<file path="config.mk">
export PLATFORM = sky130hd
export DESIGN_NAME = bus_arbiter_flat
export DESIGN_NICKNAME = d
export VERILOG_FILES = /design/src/rtl/bus_arbiter_if.sv /design/src/rtl/bus_arbiter.sv /design/src/flat_wrapper.sv
export SDC_FILE = /design/constraint.sdc
export NUM_CORES = 1
export LEC_CHECK = 0
export CORE_ASPECT_RATIO = 1.2
export CORE_MARGIN = 8
export CORE_UTILIZATION = 42
export CTS_BUF_LIST = sky130_fd_sc_hd__clkbuf_2 sky130_fd_sc_hd__clkbuf_4 sky130_fd_sc_hd__clkbuf_8
export CTS_CLUSTER_DIAMETER = 150
export DETAILED_ROUTE_END_ITERATION = 6
export PLACE_DENSITY = 0.94
export SLEW_MARGIN = 20
export SYNTH_ARGS = -nofsm -noshare
export SYNTH_HDL_FRONTEND = slang
export SYNTH_SLANG_ARGS = --single-unit
</file>
<file path="constraint.sdc">
create_clock -name clk -period 2.15 [get_ports clk]
set_input_delay 0.645 -clock clk [delete_from_list [all_inputs] [get_ports clk]]
set_output_delay 0.645 -clock clk [all_outputs]
set_load 0.02 [all_outputs]
</file>
<file path="src/rtl/bus_arbiter_if.sv">
// Single-outstanding memory bus between the arbiter (master) and the memory (slave).
// m_req is held until m_ack or abort; m_ack/m_rdata are only meaningful while m_req=1.
interface bus_arbiter_if;
  logic        m_req;
  logic        m_rw;
  logic [31:0] m_addr;
  logic [31:0] m_wdata;
  logic        m_ack;
  logic [31:0] m_rdata;

  modport master (
    output m_req, m_rw, m_addr, m_wdata,
    input  m_ack, m_rdata
  );

  modport slave (
    input  m_req, m_rw, m_addr, m_wdata,
    output m_ack, m_rdata
  );
endinterface

</file>
<file path="src/rtl/bus_arbiter.sv">
// Fetch/data arbiter onto one memory bus; req->m_req 1 cycle, m_ack->x_ack 1 cycle (min 2).
// Requesters are backpressured by holding req until their ack; memory stalls abort after TIMEOUT cycles.
module bus_arbiter #(
  parameter int TIMEOUT = 255
) (
  input  logic        clk,
  input  logic        reset,

  input  logic        i_req,
  input  logic [31:0] i_addr,
  output logic        i_ack,
  output logic        i_err,
  output logic [31:0] i_rdata,

  input  logic        d_req,
  input  logic        d_rw,
  input  logic [31:0] d_addr,
  input  logic [31:0] d_wdata,
  output logic        d_ack,
  output logic        d_err,
  output logic [31:0] d_rdata,

  bus_arbiter_if.master mem,

  output logic        busy
);

  typedef enum logic [1:0] {IDLE, BUSY_I, BUSY_D} state_t;

  localparam logic [15:0] WAIT_LAST = 16'(TIMEOUT - 1);

  state_t      state;
  logic        prio_d;
  logic [15:0] wait_cnt;

  logic i_elig;
  logic d_elig;
  logic grant_d;
  logic timed_out;

  // A requester still holding req during its own ack cycle is not a new request.
  assign i_elig    = i_req && !i_ack;
  assign d_elig    = d_req && !d_ack;
  assign grant_d   = d_elig && (!i_elig || !prio_d);
  assign timed_out = (wait_cnt == WAIT_LAST);

  always_ff @(posedge clk) begin
    if (reset) begin
      state       <= IDLE;
      prio_d      <= 1'b0;
      wait_cnt    <= '0;
      busy        <= 1'b0;
      mem.m_req   <= 1'b0;
      mem.m_rw    <= 1'b0;
      mem.m_addr  <= '0;
      mem.m_wdata <= '0;
      i_ack       <= 1'b0;
      i_err       <= 1'b0;
      i_rdata     <= '0;
      d_ack       <= 1'b0;
      d_err       <= 1'b0;
      d_rdata     <= '0;
    end else begin
      i_ack <= 1'b0;
      i_err <= 1'b0;
      d_ack <= 1'b0;
      d_err <= 1'b0;
      case (state)
        IDLE: begin
          if (i_elig || d_elig) begin
            wait_cnt  <= '0;
            busy      <= 1'b1;
            mem.m_req <= 1'b1;
            prio_d    <= grant_d;
            if (grant_d) begin
              state       <= BUSY_D;
              mem.m_rw    <= d_rw;
              mem.m_addr  <= d_addr;
              mem.m_wdata <= d_rw ? d_wdata : '0;
            end else begin
              state       <= BUSY_I;
              mem.m_rw    <= 1'b0;
              mem.m_addr  <= i_addr;
              mem.m_wdata <= '0;
            end
          end
        end
        BUSY_I, BUSY_D: begin
          // Completion takes priority over a timeout reached in the same cycle.
          if (mem.m_ack || timed_out) begin
            state       <= IDLE;
            busy        <= 1'b0;
            mem.m_req   <= 1'b0;
            mem.m_rw    <= 1'b0;
            mem.m_addr  <= '0;
            mem.m_wdata <= '0;
            if (state == BUSY_I) begin
              i_ack   <= 1'b1;
              i_err   <= !mem.m_ack;
              i_rdata <= mem.m_ack ? mem.m_rdata : '0;
            end else begin
              d_ack   <= 1'b1;
              d_err   <= !mem.m_ack;
              d_rdata <= (mem.m_ack && !mem.m_rw) ? mem.m_rdata : '0;
            end
          end else begin
            wait_cnt <= wait_cnt + 16'd1;
          end
        end
        default: state <= IDLE;
      endcase
    end
  end

endmodule

</file>
<file path="src/flat_wrapper.sv">
// flat-port wrapper written by rule: the top's interface ports become plain ports
module bus_arbiter_flat 
#(
  parameter int TIMEOUT = 255
)
  (clk, reset, i_req, i_addr, i_ack, i_err, i_rdata, d_req, d_rw, d_addr, d_wdata, d_ack, d_err, d_rdata, busy, mem_m_req, mem_m_rw, mem_m_addr, mem_m_wdata, mem_m_ack, mem_m_rdata);
  bus_arbiter_if mem_i ();
  input  logic clk;
  input  logic reset;
  input  logic i_req;
  input  logic [31:0] i_addr;
  output logic i_ack;
  output logic i_err;
  output logic [31:0] i_rdata;
  input  logic d_req;
  input  logic d_rw;
  input  logic [31:0] d_addr;
  input  logic [31:0] d_wdata;
  output logic d_ack;
  output logic d_err;
  output logic [31:0] d_rdata;
  output logic busy;
  output wire logic [$bits(mem_i.m_req)-1:0] mem_m_req;
  output wire logic [$bits(mem_i.m_rw)-1:0] mem_m_rw;
  output wire logic [$bits(mem_i.m_addr)-1:0] mem_m_addr;
  output wire logic [$bits(mem_i.m_wdata)-1:0] mem_m_wdata;
  input wire logic [$bits(mem_i.m_ack)-1:0] mem_m_ack;
  input wire logic [$bits(mem_i.m_rdata)-1:0] mem_m_rdata;
  assign mem_m_req = mem_i.m_req;
  assign mem_m_rw = mem_i.m_rw;
  assign mem_m_addr = mem_i.m_addr;
  assign mem_m_wdata = mem_i.m_wdata;
  assign mem_i.m_ack = mem_m_ack;
  assign mem_i.m_rdata = mem_m_rdata;
  bus_arbiter #(.TIMEOUT(TIMEOUT)) u_core (.clk(clk), .reset(reset), .i_req(i_req), .i_addr(i_addr), .i_ack(i_ack), .i_err(i_err), .i_rdata(i_rdata), .d_req(d_req), .d_rw(d_rw), .d_addr(d_addr), .d_wdata(d_wdata), .d_ack(d_ack), .d_err(d_err), .d_rdata(d_rdata), .mem(mem_i), .busy(busy));
endmodule
</file>
==> flow_summary.yaml, run 1 <==
outcome:
  outcome: "finished clean"
placement:
  hpwlAfterDp_um: 14700
  port-buffer-count: 268
  place_inst: 982
  place_area_um2: 8807
  gp_congestion: 0.8538
final_layout:
  finalInstanceArea_um2: 9230
  final_util_pct: 69.73
  num-nets-final: 973
  multi_input_area_um2: 2432
  mostFrequentLayoutCells: "262 x clkdlybuf4s50_1, 153 x dfxtp_1, 64 x a22o_1"
  layout-drive-gt1-share_pct: 9.693
  nFillCells: 973
  final_cells: 1014
  area_growth_pct: 62.52
  layout_commonest_cell: "clkdlybuf4s50_1"
  antenna_cells: 0
  regArea_um2: 3063
worst_hold_path:
  hp-start: "u_core.d_rdata[5]$_SDFFE_PP0P_"
  hold-path-cell-count: 2
  min_path_type: "flop to flop"
  whs_endpoint: "u_core.d_rdata[5]$_SDFFE_PP0P_"
setup_path:
  critPathLaunch: "u_core.mem.m_wdata[28]$_SDFFE_PP0P_"
  r2r-start: "u_core.wait_cnt[0]$_SDFFE_PP0P_"
  rr_worst_depth: 8
  r2r_end: "u_core.mem.m_wdata[28]$_SDFFE_PP0P_"
  critical_path_class: "flop to output port"
  cp_max_fo: 2
  end_kind: "output port"
  crit_buf_inv: 1
  critPathArrivalTime_ns: 1.43
  r2r_setup_slack_ns: 0.12
  slowest_delay_ns: 0.63
  critPathSlowestCell: "clkdlybuf4s50_1"
  cp_cell_sequence: "clkdlybuf4s50_1"
  cp_top_family: "buffers and inverters"
  startpoint_type: "flop"
  worstPathRequired_ns: 1.50
sta:
  tns_ns: 0
  slew_violations: 0
  slew_headroom_pct: 63.14
  fin_crit_ns: 2.079
  fmax_mhz: 481.0
  finalHoldViolations: 0
  fin_crit_sh_pct: 96.70
  setup_viol: 0
  tightest_slew_ns: 0.5505
  skew_ns: 0.01602
synthesis:
  synth-main-ff-cell: "dfxtp_1"
  synth_top_family_by_area: "compound AO/OA/AOI/OAI gates"
  yosysUniqueCellTypes: 42
  synth_xor_xnor_area_share_pct: 0.1542
  synth_area_um2: 5679
  synthCells: 550
  syn-num-nets: 690
  synthArstFlopShare_pct: 0
  yosys_warnings: 0
  postSynthAreaPerCell_um2: 10.33
  synth_top_area_cell: "dfxtp_1"
  synth_fa_ha_area_share_pct: 1.322
  synth-compound-area-share_pct: 23.35
  synth_seq_area_share_pct: 53.93
  synthSimpleGateAreaFrac_pct: 11.74
  synthMuxAreaShare_pct: 5.640
  synth_edf_count: 0
  synthTopCellsByArea: "dfxtp_1 54%, a22o_1 9.9%, mux2i_1 5.6%"
  yosys.area.top_type_share_pct: 53.93
  synth_seq_cells: 153
die:
  num_io_pins: 269
  die_area_um2: 17510
  initial_core_util_pct: 42.90
  die_height_um: 143.4
  die_w_um: 122.2
  core_um2: 13240
  rows: 46
pwr:
  finalPower_mw: 7.237
  static-leakage-power_nw: 3.492
  ir_drop_uv: 524.4
  power_density_nw_per_um2: 784.0
drt:
  vias: 5398
  drt-wirelength-per-cell_um: 18.93
  drc: 0
  drt-pass1-iter-count: 4
  ant_nets: 0
  vias_per_cell: 5.323
  wirelength_um: 19190
  dr.first_iter.drc_count: 330
global_routing:
  grt_max_degree: 54
  grt_pass1_wl_um: 29560
  grt_use_total_pct: 21.41
  grt_antenna_before_repair: 0
  grt_pass1_vias: 5654
  grt_remaining_overflow: 0
clock_network:
  h-tree-depth: 4
  cts_buffers: 17
  post-cts-setup-buffer-count: 0
  clock_latency_ns: 0.43
  clk_pin_slew_ns: 0.08
  cts_tree: "yes"
  cts_root_buf: "clkbuf_8"
  cts.sink_count: 153
  clock_path_buffers: 2
job:
  drv_cap: 0
==> layer usage <==
| layer | global-route usage, % | up-vias | wire [um] |
|---|---|---|---|
| met2 | 36.14 | 244 | 9397 |
| met4 | 10.35 | 0 | 585 |
| met5 | 0 | - | 0 |
| met3 | 8.245 | 35 | 1838 |
| met1 | 22.98 | 2502 | 7371 |
| li1 | - | 2617 | - |
==> power by group <==
part	switching, mW	internal, mW	total (mW)
combinational	0.918	0.912	1.83
clock	1.14	1.09	2.23
sequential	0.132	3.04	3.18
total	2.19	5.05	7.24
==> final cells by class <==
type / instances / share of cell area (%)
Clock buffer: 18 / 2.684
Sequential cell: 153 / 33.18
Multi-Input combinational cell: 347 / 26.35
Tap cell: 168 / 2.277
Clock inverter: 14 / 1.762
Timing Repair Buffer: 306 / 33.41
Inverter: 8 / 0.3253
==> worst max path at each step <==
stage,slack (ns),to,cells after the start
after global placement,-0.22,u_core.mem.m_wdata[29]$_SDFFE_PP0P_,6
after CTS,0.02,mem_m_addr[26],1
after floorplan,0.15,u_core.mem.m_addr[10]$_SDFFE_PP0P_,5
after global routing,-0.007,mem_m_wdata[28],1
after detailed placement,-0.28,u_core.mem.m_wdata[0]$_SDFFE_PP0P_,6
final,0.07,mem_m_wdata[28],1
==> timing repair <==
action | in CTS | in global routing
gates resized for setup | 3 | 4
cloned | 0 | 0
endpoints found under the hold margin | 0 | 0
setup endpoints to repair | 3 | 5
hold buffers | 0 | 0
==> synthesized netlist by cell type, types with 4 or more instances <==
cell       instances
a21oi_1            9
a22o_1            64
and3_1             4
and4_1             4
buf_2              7
clkbuf_1          29
dfxtp_1          153
ha_1               6
inv_1              8
mux2i_1           32
nand2_1           43
nand2b_1           4
nand3_1           39
nand4_1            5
nor2_1            13
nor2b_1            4
o211ai_1           7
o21ai_0           46
o2bb2ai_1         32
o31ai_1            7
==> flip-flops by register name (all words and copies together) (netlist names) <==
| register | cells |
|---|---|
| u_core.mem.m_addr | 32 |
| u_core.d_ack | 1 |
| u_core.mem.m_rw | 1 |
| u_core.d_rdata | 32 |
| u_core.i_ack | 1 |
| u_core.prio_d | 1 |
| u_core.wait_cnt | 16 |
| u_core.i_err | 1 |
| u_core.mem.m_wdata | 32 |
| u_core.state | 2 |
| u_core.d_err | 1 |
| u_core.i_rdata | 32 |
| u_core.mem.m_req | 1 |
==> per-stage QoR <==
stage	setup slack, ns	hold slack [ns]
finish	0.07094	0.4625
global route	-0.006836	0.4834
CTS	0.01574	0.4652
detailed placement	-0.2818	0.4488
global placement	-0.2200	0.4432
floorplan	0.1480	0.4301
==> cells by family after synthesis <==
kind of cell,count (synthesis)
buffers and inverters,50
multiplexers,32
XOR/XNOR,1
flip-flops,153
AND/OR/NAND/NOR,132
adder cells (fa/ha/maj),6
AO/OA/AOI/OAI,176
(Power assumes the default switching activity.)
==> run 2, diff against run 1 <==
--- a/config.mk
+++ b/config.mk
@@ -6,7 +6,7 @@
 export NUM_CORES = 1
 export LEC_CHECK = 0
 export CORE_ASPECT_RATIO = 1.2
-export CORE_MARGIN = 8
+export CORE_MARGIN = 1.5
 export CORE_UTILIZATION = 42
 export CTS_BUF_LIST = sky130_fd_sc_hd__clkbuf_2 sky130_fd_sc_hd__clkbuf_4 sky130_fd_sc_hd__clkbuf_8
 export CTS_CLUSTER_DIAMETER = 150
==> run 2 against run 1 <==
Against the previous run: combinational power barely moved; clock power fell by 4%; power shrank 1.2%; non-clock buffer count fell by 1; register-to-register slack gained 0.03 ns; design area down 0.30%; worst setup slack worse by 0.016 ns.
==> flow_summary.yaml, run 2 (synthesis gave the netlist of run 1 again) <==
placement:
  gp_congestion: 0.8552
  hpwlAfterDp_um: 12550
  port-buffer-count: 268
setup_path:
  critical_path_class: "flop to output port"
  crit_buf_inv: 1
  critPathArrivalTime_ns: 1.45
  startpoint_type: "flop"
  end_kind: "output port"
  critPathSlowestCell: "clkdlybuf4s50_1"
  cp_cell_sequence: "clkdlybuf4s50_1"
  worstPathRequired_ns: 1.50
  slowest_delay_ns: 0.62
  cp_max_fo: 2
  cp_top_family: "buffers and inverters"
die:
  core_um2: 13240
  initial_core_util_pct: 42.90
  rows: 46
  num_io_pins: 269
  die_area_um2: 14230
  die_height_um: 130.4
  die_w_um: 109.2
sta:
  finalHoldViolations: 0
  skew_ns: 0.01452
  fmax_mhz: 477.3
  slew_violations: 0
  tns_ns: 0
  fin_crit_ns: 2.095
  fin_crit_sh_pct: 97.44
  slew_headroom_pct: 64.03
  rsz0062_at_grt: "false"
  setup_viol: 0
  tightest_slew_ns: 0.5372
clock_network:
  post-cts-setup-buffer-count: 0
  cts_tree: "yes"
  cts_buffers: 17
  clock_latency_ns: 0.44
  cts.sink_count: 153
  cts_root_buf: "clkbuf_8"
  clock_path_buffers: 2
  h-tree-depth: 4
  clk_pin_slew_ns: 0.09
final_layout:
  mostFrequentLayoutCells: "262 x clkdlybuf4s50_1, 153 x dfxtp_1, 64 x a22o_1"
  layout-drive-gt1-share_pct: 9.586
  layout_commonest_cell: "clkdlybuf4s50_1"
  num-nets-final: 972
  nFillCells: 959
  area_growth_pct: 62.04
  final_util_pct: 69.52
  antenna_cells: 0
job:
  drv_cap: 0
drt:
  ant_nets: 0
  drt-wirelength-per-cell_um: 16.91
  vias: 5378
  drc: 0
  drt-pass1-iter-count: 5
  dr.first_iter.drc_count: 250
  wirelength_um: 17130
  vias_per_cell: 5.309
pwr:
  power_density_nw_per_um2: 776.7
  ir_drop_uv: 528.1
  static-leakage-power_nw: 3.507
  finalPower_mw: 7.148
global_routing:
  grt_use_total_pct: 23.45
  grt_remaining_overflow: 0
  grt_pass1_wl_um: 25620
  grt_antenna_before_repair: 0
  grt_max_degree: 53
  grt_pass1_vias: 5175
outcome:
  outcome: "finished clean"
worst_hold_path:
  min_path_type: "flop to flop"
[run 2: cell types whose count changed in the layout (fill, tap and decap cells not counted), sizes merged]
cell          before  now
buf               38   36
bufinv             2    1
dlymetal6s2s       3    4
dlygate4sd2        3    2
inv               13   12
clkbuf            18   22
clkinvlp           3    0
clkinv             4    6
[run 2: worst paths after layout]
check,start,endpoint,slack (ns),cells after the start
worst max-delay path,u_core.mem.m_wdata[23]$_SDFFE_PP0P_,mem_m_wdata[23],0.06,1
worst min-delay path,u_core.d_rdata[6]$_SDFFE_PP0P_,u_core.d_rdata[6]$_SDFFE_PP0P_,0.46,2
worst max register to register,u_core.wait_cnt[0]$_SDFFE_PP0P_,u_core.mem.m_wdata[17]$_SDFFE_PP0P_,0.15,8
worst min register to register,u_core.d_rdata[6]$_SDFFE_PP0P_,u_core.d_rdata[6]$_SDFFE_PP0P_,0.46,2
[run 2: routing by layer]
metal | global-route usage, % | share of wire (%)
met1 | 26.02 | 39
met2 | 40.40 | 51
met3 | 7.292 | 7.3
met4 | 11.69 | 2.9
met5 | 0 | 0
[run 2: area by class of cell]
class | instances | area (um^2) | share of cell area [%]
Sequential cell | 153 | 3063 | 33.28
Timing Repair Buffer | 305 | 3060 | 33.26
Multi-Input combinational cell | 347 | 2440 | 26.51
Clock buffer | 21 | 289.0 | 3.141
Tap cell | 168 | 210.2 | 2.284
Clock inverter | 11 | 110.1 | 1.196
Inverter | 8 | 30.03 | 0.3263
[run 2: power by group]
group	switching, mW	internal (mW)
combinational	0.904	0.925
clock	1.09	1.06
sequential	0.127	3.04
total	2.12	5.03
[run 2: worst register-to-register path: stages, from the launching register on]
cell	delay [ns]
dfxtp_1	0.32
inv_1	0.08
ha_1	0.16
nor4b_4	0.20
a41oi_2	0.19
and2_4	0.21
o31a_4	0.36
clkbuf_16	0.21
a22o_1	0.19
[run 2: what timing repair did]
item,in CTS,in global routing
hold buffers,0,0
pin swaps,0,1
gates cloned,0,1
endpoints found under the setup margin,2,16
resized for setup,2,6
[run 2: per-stage QoR]
step	worst slack [ns]	area, um^2	cells	hold WS, ns
final	0.05504	9203	1013	0.4613
after global routing	0.001482	9203	1013	0.4827
after CTS	0.01819	9151	1012	0.4631
after detailed placement	-0.2917	8755	980	0.4479
after global placement	-0.2359	8755	980	0.4428
after floorplan	0.1480	5679	550	0.4301
